$ cat src/rtl/rob_pkg.sv
// Shared reorder-buffer definitions: sizing, instruction type codes and the
// entry layout used by the ROB, RS, LSB and decoder.
package rob_pkg;
   localparam int ROB_SIZE  = 8;
   localparam int ROB_WIDTH = 3;

   typedef enum logic [1:0] {
      TYPE_REG  = 2'd0,
      TYPE_BR   = 2'd1,
      TYPE_ST   = 2'd2,
      TYPE_HALT = 2'd3
   } rob_type_e;

   typedef struct packed {
      logic        busy;
      rob_type_e   ty;
      logic [4:0]  rd;
      logic [31:0] pred;
      logic        rdy;
      logic [31:0] val;
   } rob_ent_t;
endpackage

$ cat src/rtl/rob_query.sv
// Combinational operand lookup: a ready entry wins, otherwise the value can be
// picked straight off the RS or LSB broadcast in flight this cycle.
module rob_query #(
   parameter int ROB_SIZE  = rob_pkg::ROB_SIZE,
   parameter int ROB_WIDTH = rob_pkg::ROB_WIDTH
) (
   input  logic [ROB_SIZE-1:0]        ent_rdy,
   input  logic [ROB_SIZE-1:0][31:0]  ent_val,
   input  logic [ROB_WIDTH-1:0]       q_id,
   input  logic                       rs_ready,
   input  logic [ROB_WIDTH-1:0]       rs_rob_id,
   input  logic [31:0]                rs_value,
   input  logic                       lsb_ready,
   input  logic [ROB_WIDTH-1:0]       lsb_rob_id,
   input  logic [31:0]                lsb_value,
   output logic                       q_ready,
   output logic [31:0]                q_value
);
   import rob_pkg::*;

   always_comb begin
      q_ready = 1'b0;
      q_value = 32'd0;
      if (ent_rdy[q_id]) begin
         q_ready = 1'b1;
         q_value = ent_val[q_id];
      end else if (rs_ready && rs_rob_id == q_id) begin
         q_ready = 1'b1;
         q_value = rs_value;
      end else if (lsb_ready && lsb_rob_id == q_id) begin
         q_ready = 1'b1;
         q_value = lsb_value;
      end
   end
endmodule

$ cat src/rtl/rob.sv
// Reorder buffer: in-order allocate, out-of-order writeback from RS/LSB,
// in-order commit of register writes, stores, halt and branch resolution.
module rob #(
   parameter int ROB_SIZE  = rob_pkg::ROB_SIZE,
   parameter int ROB_WIDTH = rob_pkg::ROB_WIDTH
) (
   input  logic                 clk_in,
   input  logic                 rst_in,
   input  logic                 rdy_in,
   input  logic                 dec_ready,
   input  logic [1:0]           dec_type,
   input  logic [4:0]           dec_rd,
   input  logic [31:0]          dec_pred_addr,
   input  logic                 dec_val_ready,
   input  logic [31:0]          dec_value,
   output logic                 rob_full,
   output logic [ROB_WIDTH-1:0] rob_tail_id,
   input  logic                 rs_ready,
   input  logic [ROB_WIDTH-1:0] rs_rob_id,
   input  logic [31:0]          rs_value,
   input  logic                 lsb_ready,
   input  logic [ROB_WIDTH-1:0] lsb_rob_id,
   input  logic [31:0]          lsb_value,
   input  logic [ROB_WIDTH-1:0] query_j_id,
   input  logic [ROB_WIDTH-1:0] query_k_id,
   output logic                 query_j_ready,
   output logic                 query_k_ready,
   output logic [31:0]          query_j_value,
   output logic [31:0]          query_k_value,
   output logic                 commit_valid,
   output logic [4:0]           commit_rd,
   output logic [31:0]          commit_value,
   output logic [ROB_WIDTH-1:0] commit_rob_id,
   output logic                 store_commit,
   output logic [ROB_WIDTH-1:0] store_rob_id,
   output logic                 clear,
   output logic [31:0]          redirect_pc,
   output logic                 halt
);
   import rob_pkg::*;

   localparam logic [ROB_WIDTH:0] FULL_CNT = (ROB_WIDTH+1)'(ROB_SIZE);

   rob_ent_t             ent [ROB_SIZE];
   rob_ent_t             hd;
   logic [ROB_WIDTH-1:0] head, tail;
   logic [ROB_WIDTH:0]   count, cnt_nxt;
   logic                 commit_ok, mispred, issue_ok;

   logic [ROB_SIZE-1:0]           ent_rdy;
   logic [ROB_SIZE-1:0][31:0]     ent_val;
   logic [1:0][ROB_WIDTH-1:0]     q_id;
   logic [1:0]                    q_rdy;
   logic [1:0][31:0]              q_val;

   assign hd          = ent[head];
   assign rob_tail_id = tail;

   // A full buffer may still accept an issue when its head retires this cycle.
   always_comb begin
      commit_ok = hd.busy && hd.rdy && !clear && !halt;
      mispred   = commit_ok && hd.ty == TYPE_BR && hd.val != hd.pred;
      issue_ok  = dec_ready && !clear && (count != FULL_CNT || commit_ok);
      cnt_nxt   = count + (ROB_WIDTH+1)'(issue_ok) - (ROB_WIDTH+1)'(commit_ok);
   end

   always_comb begin
      for (int i = 0; i < ROB_SIZE; i++) begin
         ent_rdy[i] = ent[i].busy && ent[i].rdy;
         ent_val[i] = ent[i].val;
      end
   end

   assign q_id = {query_k_id, query_j_id};

   for (genvar g = 0; g < 2; g++) begin : g_q
      rob_query #(.ROB_SIZE(ROB_SIZE), .ROB_WIDTH(ROB_WIDTH)) u_q (
         .ent_rdy   (ent_rdy),
         .ent_val   (ent_val),
         .q_id      (q_id[g]),
         .rs_ready  (rs_ready),
         .rs_rob_id (rs_rob_id),
         .rs_value  (rs_value),
         .lsb_ready (lsb_ready),
         .lsb_rob_id(lsb_rob_id),
         .lsb_value (lsb_value),
         .q_ready   (q_rdy[g]),
         .q_value   (q_val[g])
      );
   end

   assign query_j_ready = q_rdy[0];
   assign query_j_value = q_val[0];
   assign query_k_ready = q_rdy[1];
   assign query_k_value = q_val[1];

   always_ff @(posedge clk_in or negedge rst_in) begin
      if (!rst_in) begin
         head          <= '0;
         tail          <= '0;
         count         <= '0;
         for (int i = 0; i < ROB_SIZE; i++) ent[i] <= '0;
         rob_full      <= 1'b0;
         commit_valid  <= 1'b0;
         commit_rd     <= '0;
         commit_value  <= '0;
         commit_rob_id <= '0;
         store_commit  <= 1'b0;
         store_rob_id  <= '0;
         clear         <= 1'b0;
         redirect_pc   <= '0;
         halt          <= 1'b0;
      end else begin
         commit_valid <= 1'b0;
         store_commit <= 1'b0;
         clear        <= 1'b0;
         if (rdy_in) begin
            // LSB is applied second so it wins a same-id collision.
            for (int i = 0; i < ROB_SIZE; i++) begin
               if (ent[i].busy) begin
                  if (rs_ready && rs_rob_id == ROB_WIDTH'(i)) begin
                     ent[i].rdy <= 1'b1;
                     ent[i].val <= rs_value;
                  end
                  if (lsb_ready && lsb_rob_id == ROB_WIDTH'(i)) begin
                     ent[i].rdy <= 1'b1;
                     ent[i].val <= lsb_value;
                  end
               end
            end
            if (commit_ok) begin
               ent[head].busy <= 1'b0;
               head           <= head + 1'b1;
               case (hd.ty)
                  TYPE_REG: begin
                     commit_valid  <= 1'b1;
                     commit_rd     <= hd.rd;
                     commit_value  <= hd.val;
                     commit_rob_id <= head;
                  end
                  TYPE_ST: begin
                     store_commit <= 1'b1;
                     store_rob_id <= head;
                  end
                  TYPE_HALT: halt <= 1'b1;
                  default: ;
               endcase
            end
            if (issue_ok) begin
               ent[tail] <= '{busy: 1'b1, ty: rob_type_e'(dec_type), rd: dec_rd,
                              pred: dec_pred_addr, rdy: dec_val_ready, val: dec_value};
               tail      <= tail + 1'b1;
            end
            count    <= cnt_nxt;
            rob_full <= (cnt_nxt == FULL_CNT);
            // Mispredict flushes everything, including this cycle's issue.
            if (mispred) begin
               head        <= '0;
               tail        <= '0;
               count       <= '0;
               rob_full    <= 1'b0;
               for (int i = 0; i < ROB_SIZE; i++) ent[i] <= '0;
               clear       <= 1'b1;
               redirect_pc <= hd.val;
            end
         end
      end
   end
endmodule

$ cat config.mk
export PLATFORM = sky130hd
export DESIGN_NAME = rob
export DESIGN_NICKNAME = d
export VERILOG_FILES = /design/src/rtl/rob_pkg.sv /design/src/rtl/rob_query.sv /design/src/rtl/rob.sv
export SDC_FILE = /design/constraint.sdc
export NUM_CORES = 2
export LEC_CHECK = 0
export CAP_MARGIN = 10
export CORE_MARGIN = 1
export CORE_UTILIZATION = 50
export DETAILED_ROUTE_END_ITERATION = 12
export PLACE_DENSITY_LB_ADDON = 0.2
export SLEW_MARGIN = 30
export SYNTH_ARGS = -nofsm -noshare
export SYNTH_HDL_FRONTEND = slang
export SYNTH_HIERARCHICAL = 1
export SYNTH_SLANG_ARGS = --single-unit
$ cat constraint.sdc
create_clock -name clk_in -period 5.4 [get_ports clk_in]
set_clock_uncertainty 0.2 [all_clocks]
set_input_delay 1.08 -clock clk_in [delete_from_list [all_inputs] [get_ports clk_in]]
set_output_delay 1.08 -clock clk_in [all_outputs]
set_load 0.01 [all_outputs]
# [Word level (Yosys, flattened, before mapping)]
# Cells that the tools add are included.
[word_totals] register_bits=674 output_inout_bits=149
[op_classes] bitwise_logic=2 muxes=79 n_reduce_logical=51 order_cmp=6 add_sub_neg=4 eq_ne=24
[ops] op="$mux 584" count=4
[ops] op="$bwmux 584" count=2
[ops] op="$mux 33" count=32
[ops] op="$demux 73 s3" count=2
[ops] op="$mux 73" count=4
[ops] op="$mux 32" count=8
[ops] op="$bmux 73 s3" count=1
[ops] op="$bmux 32 s3" count=2
[ops] op="$logic_and 1x1->1" count=37
[ops] op="$ne 32x32->1" count=1
[ops] op="$eq 3x3->1 const B" count=8
[ops] op="$mux 1" count=17
[ops] op="$eq 3x2->1 const B" count=4
[ops] op="$eq 3x3->1" count=4
[ops] op="$mux 3" count=4
[ops] op="$reduce_and 3->1" count=3
[ops] op="$ge 4x4->1 const B" count=2
[ops] op="$lt 3x4->1 const B" count=2
[ops] op="$lt 4x1->1 const B" count=2
[ops] op="$not 3->4" count=2
[ops] op="$add 3x1->3 const B" count=2
[ops] op="$bmux 1 s3" count=2
[ops] op="$eq 3x1->1 const B" count=2
[ops] op="$logic_not 3->1" count=2
[ops] op="other kinds (12)" count=17

# [Logic depth before layout (Yosys ltp)]
[logic_depth] depth_word=13 mapped_depth=15

# [By module]
# The synthesis kept the hierarchy.
[modules_own_cells] mod="rob" seq_area_each_um2=16866.2 cells_each=4168 instances=1 area_each_um2=40890.5
[modules_own_cells] mod="rob_query" seq_area_each_um2=0.0 cells_each=279 instances=2 area_each_um2=2718.9

# [Worst setup path after synthesis]
# No wires, ideal clock.
[synth_path] kind="input port to output port" from="input query_j_id[0]" to="output query_j_value[10]" arrival_time_ns=2.538 path_buffers=3 t_required_ns=4.120 cell_stages=6 path_slack_ns=1.582 cell_sequence="buf_2 > buf_6 > buf_2 > mux4_2 > a211oi_1 > a31oi_1"
[synth_via] elab_chain_cells=5 word_cells_on_any_way=11
[synth_rtl] element="start, declared" line="rob.sv:24" source="input logic [ROB_WIDTH-1:0] query_j_id,"
[synth_rtl] element="$eq 3x3->1" line="rob_query.sv:30" source="end else if (lsb_ready && lsb_rob_id == q_id) begin"
[synth_rtl] element="$logic_and 1x1->1" line="rob_query.sv:30"
[synth_rtl] element="$mux 32" line="rob_query.sv:30"
[synth_rtl] element="$mux 32" line="rob_query.sv:27" source="end else if (rs_ready && rs_rob_id == q_id) begin"
[synth_rtl] element="$mux 32 (*)" line="rob_query.sv:24" source="if (ent_rdy[q_id]) begin"
[synth_rtl] element="end, declared" line="rob.sv:28" source="output logic [31:0] query_j_value,"
# Every way passes the cells marked *; elsewhere a longest branch is shown, timed or not. The select of a mux whose other input is x is not followed.

# [Worst setup path after layout]
[layout_path] from="input rs_rob_id[2]" to="output query_k_value[19]"
[layout_via] elab_chain_cells=4
[layout_rtl] element="start, declared" line="rob.sv:19" source="input logic [ROB_WIDTH-1:0] rs_rob_id,"
[layout_rtl] element="$eq 3x3->1" line="rob_query.sv:27"
[layout_rtl] element="$logic_and 1x1->1" line="rob_query.sv:27"
[layout_rtl] element="$mux 32" line="rob_query.sv:27"
[layout_rtl] element="$mux 32" line="rob_query.sv:24"
[layout_rtl] element="end, declared" line="rob.sv:29" source="output logic [31:0] query_k_value,"
# No other way between the ends.

==> impl_metrics.json <==
{
  "io_buffers": 302,
  "clkLatencyLatePin_ns": 0.64,
  "p_sw_frac": 0.385,
  "drc": 0,
  "grt_use_total": 0.336,
  "ys_ff_latch": 674,
  "worst_pin_slew_ns": 1.07,
  "synth-edff-count": 0,
  "firstDrtPassIters": 6,
  "max_slew_margin": 0.285,
  "nets": 4870,
  "ff2ff_path_depth": 10,
  "placedCellCount": 5815,
  "layout_commonest_cell": "dfrtp_1",
  "htreeDepth": 3,
  "hold_class": "primary input to asynchronous set/reset pin",
  "post-cts-setup-buffers": 0,
  "worst-path-buf-inv": 3,
  "die_x_um": 306,
  "cts.sinks": 674,
  "die_height_um": 306,
  "path_common_cell": "clkdlybuf4s50_1",
  "crit_path_max_fanout": 21,
  "outcome": "finished clean",
  "peakVddDrop_mv": 0.286,
  "vias_per_cell": 6.34,
  "fin_cells": 5960,
  "cellPowerDensity_nw_per_um2": 518,
  "cts_tree": "done",
  "initial_core_util": 0.505,
  "syn_inst": 4726,
  "grt_overflow": 0,
  "numCtsBuffers": 78,
  "clk_pin_slew_worst_paths_ns": 0.06,
  "fillCellCount": 7911,
  "via_count": 37800,
  "path_class": "primary input to output pin",
  "synthToLayoutAreaGrowth_pct": 14.1,
  "first_global_vias": 37000,
  "start_kind": "primary input",
  "max_freq_mhz": 199,
  "syn_avg_cell_area_um2": 9.80,
  "cp_cell_sequence": "clkdlybuf4s50_1 -> xnor2_1 -> and4_2 -> buf_12 -> nand2_1 -> a31oi_1 -> clkdlybuf4s50_1",
  "period_share": 0.929,
  "crit_path_end_kind": "output pin",
  "yosys_warnings": 6,
  "p_int_mw": 16.8,
  "grt_max_degree": 185,
  "syn_nets": 4887,
  "synth_top_flop_cell": "dfrtp_1",
  "cts.hold.buffers_added": 0,
  "dieArea_um2": 93900,
  "power_switching_mw": 10.6,
  "antenna_found_initial": 12,
  "power_frac_clock": 0.211,
  "drive_above_1_share": 0.195,
  "core_um2": 91700,
  "cts_resized": 0,
  "io_pins": 303,
  "p_comb_frac": 0.458,
  "drt_iter0_drc": 4061,
  "finalSetupTns_ns": 0,
  "finalHoldViolCount": 0,
  "place_congestion": 0.875,
  "grt_pass1_wl_mm": 239,
  "max_cap_violations": 0,
  "required_ns": 4.12,
  "seqPwrFrac": 0.331,
  "rr_endpoint": "ent[229]",
  "slowest_delay_ns": 0.67,
  "synth.distinct_cells": 58,
  "clockBufferDepth": 3,
  "ant_nets": 0,
  "r2r-start": "head[1]",
  "syn_area_um2": 46300,
  "clockRootBuffer": "clkbuf_16",
  "layout_common_cells": "dfrtp_1, nand2_1, mux2i_1",
  "r2r_setup_slack_ns": 0.61,
  "leakagePower_nw": 22.9,
  "slew_viol_final": 0,
  "critical-path-top-delay-family": "buffers and inverters",
  "rows": 111,
  "fin_crit_ns": 5.01,
  "synthArstFlopShare": 1.00,
  "setup_viol": 0,
  "crit_slowest_cell": "clkdlybuf4s50_1",
  "arrival_ns": 3.73,
  "rsz0062_at_grt": "false",
  "ys_seq_area_frac": 0.364,
  "drt-total-wl_mm": 159,
  "wire_per_inst_um": 26.6,
  "dp_hpwl_mm": 96.9
}
cell usage after synthesis (5+ instances only):
| library cell | count | area share |
|---|---|---|
| xnor2_1 | 20 | 0.0038 |
| a21oi_1 | 58 | 0.0063 |
| nor2b_1 | 68 | 0.0092 |
| a31oi_1 | 69 | 0.0093 |
| buf_2 | 107 | 0.012 |
| clkbuf_1 | 228 | 0.018 |
| nor2_1 | 304 | 0.025 |
| mux2_2 | 354 | 0.086 |
| mux4_2 | 249 | 0.12 |
| nor3_1 | 11 | 0.0012 |
| nand4_1 | 13 | 0.0018 |
| buf_4 | 18 | 0.0029 |
| xor2_1 | 25 | 0.0047 |
| buf_1 | 141 | 0.011 |
| a221oi_1 | 8 | 0.0015 |
| nand4b_1 | 8 | 0.0015 |
| buf_6 | 38 | 0.0092 |
| a22o_1 | 12 | 0.0023 |
| dfrtp_1 | 674 | 0.36 |
| o21ai_0 | 272 | 0.029 |
| a211oi_1 | 74 | 0.012 |
| nor3b_1 | 5 | 0.00081 |
| nor4bb_1 | 6 | 0.0013 |
| nand2_1 | 636 | 0.052 |
| inv_1 | 264 | 0.021 |
| a22oi_1 | 10 | 0.0016 |
| ha_1 | 6 | 0.0016 |
| nand3_1 | 116 | 0.013 |
| mux2i_1 | 591 | 0.13 |
| and2_1 | 17 | 0.0023 |
| o21a_1 | 5 | 0.00081 |
| nand2b_1 | 7 | 0.00095 |
| o22ai_1 | 261 | 0.035 |
layer usage:
| metal | share of wire | wire, um | GRT usage |
|---|---|---|---|
| met3 | 0.095 | 15100 | 0.0773 |
| met2 | 0.46 | 73500 | 0.538 |
| met5 | 0.00066 | 105 | 0 |
| met4 | 0.043 | 6880 | 0.144 |
| met1 | 0.40 | 63100 | 0.436 |
cell families after synthesis:
family / after synthesis / share of synthesized area
buffers and inverters: 797 / 0.0751
and+or+nand+nor: 1214 / 0.112
DFF: 674 / 0.364
xor gates and xnor gates: 45 / 0.00851
adders and majority gates: 7 / 0.00205
muxes: 1194 / 0.335
AOI/OAI and AO/OA: 795 / 0.104
state kept, by name, summed over array words and instances, names as in the netlist:
signal,cells
clear,1
commit_rd,5
commit_rob_id,3
commit_valid,1
commit_value,32
count,4
ent,584
halt,1
head,3
redirect_pc,32
rob_full,1
rob_tail_id,3
store_commit,1
store_rob_id,3
power groups by stage:
stage          logic [mW]  registers [mW]  clock network (mW)
2_1_floorplan        8.66            8.52                   0
3_3_place_gp         12.1            9.00                   0
3_5_place_dp         12.4            9.09                   0
4_1_cts              12.4            9.03                5.86
5_1_grt              13.6            9.38                6.05
6_report             12.5            9.08                5.78
area by class of cell:
cell class / instances / area (um2) / share of cell area
Antenna cell: 6 / 15.0 / 0.000284
Clock buffer: 113 / 2370 / 0.0448
Multi-Input combinational cell: 3255 / 26200 / 0.496
Inverter: 265 / 995 / 0.0188
Timing Repair Buffer: 435 / 4470 / 0.0846
Tap cell: 1186 / 1480 / 0.0281
Sequential cell: 674 / 16900 / 0.319
Clock inverter: 26 / 427 / 0.00807
per-stage QoR:
stage	setup slack [ns]	power, mW	area, um2	util	hold slack (ns)
final	0.386	27.4	52900	0.577	0.299
after global routing	0.292	29.0	52900	0.577	0.325
after CTS	0.460	27.3	52800	0.577	0.307
after detailed placement	0.459	21.5	50100	0.546	0.294
after global placement	0.495	21.1	50000	0.546	0.289
after floorplan	1.58	17.2	46300	-	0.279
worst max path at each step:
stage             startpoint                 to  slack, ns  cells past startpoint
2_1_floorplan  query_j_id[0]  query_j_value[10]       1.58                      6
3_3_place_gp    rs_rob_id[0]  query_k_value[16]       0.50                      7
3_5_place_dp    rs_rob_id[2]  query_k_value[19]       0.46                      7
4_1_cts         rs_rob_id[2]  query_k_value[19]       0.46                      7
5_1_grt         rs_rob_id[2]  query_k_value[19]       0.29                      7
6_report        rs_rob_id[2]  query_k_value[19]       0.39                      7
Note: power is estimated with default switching activity, not from simulation.
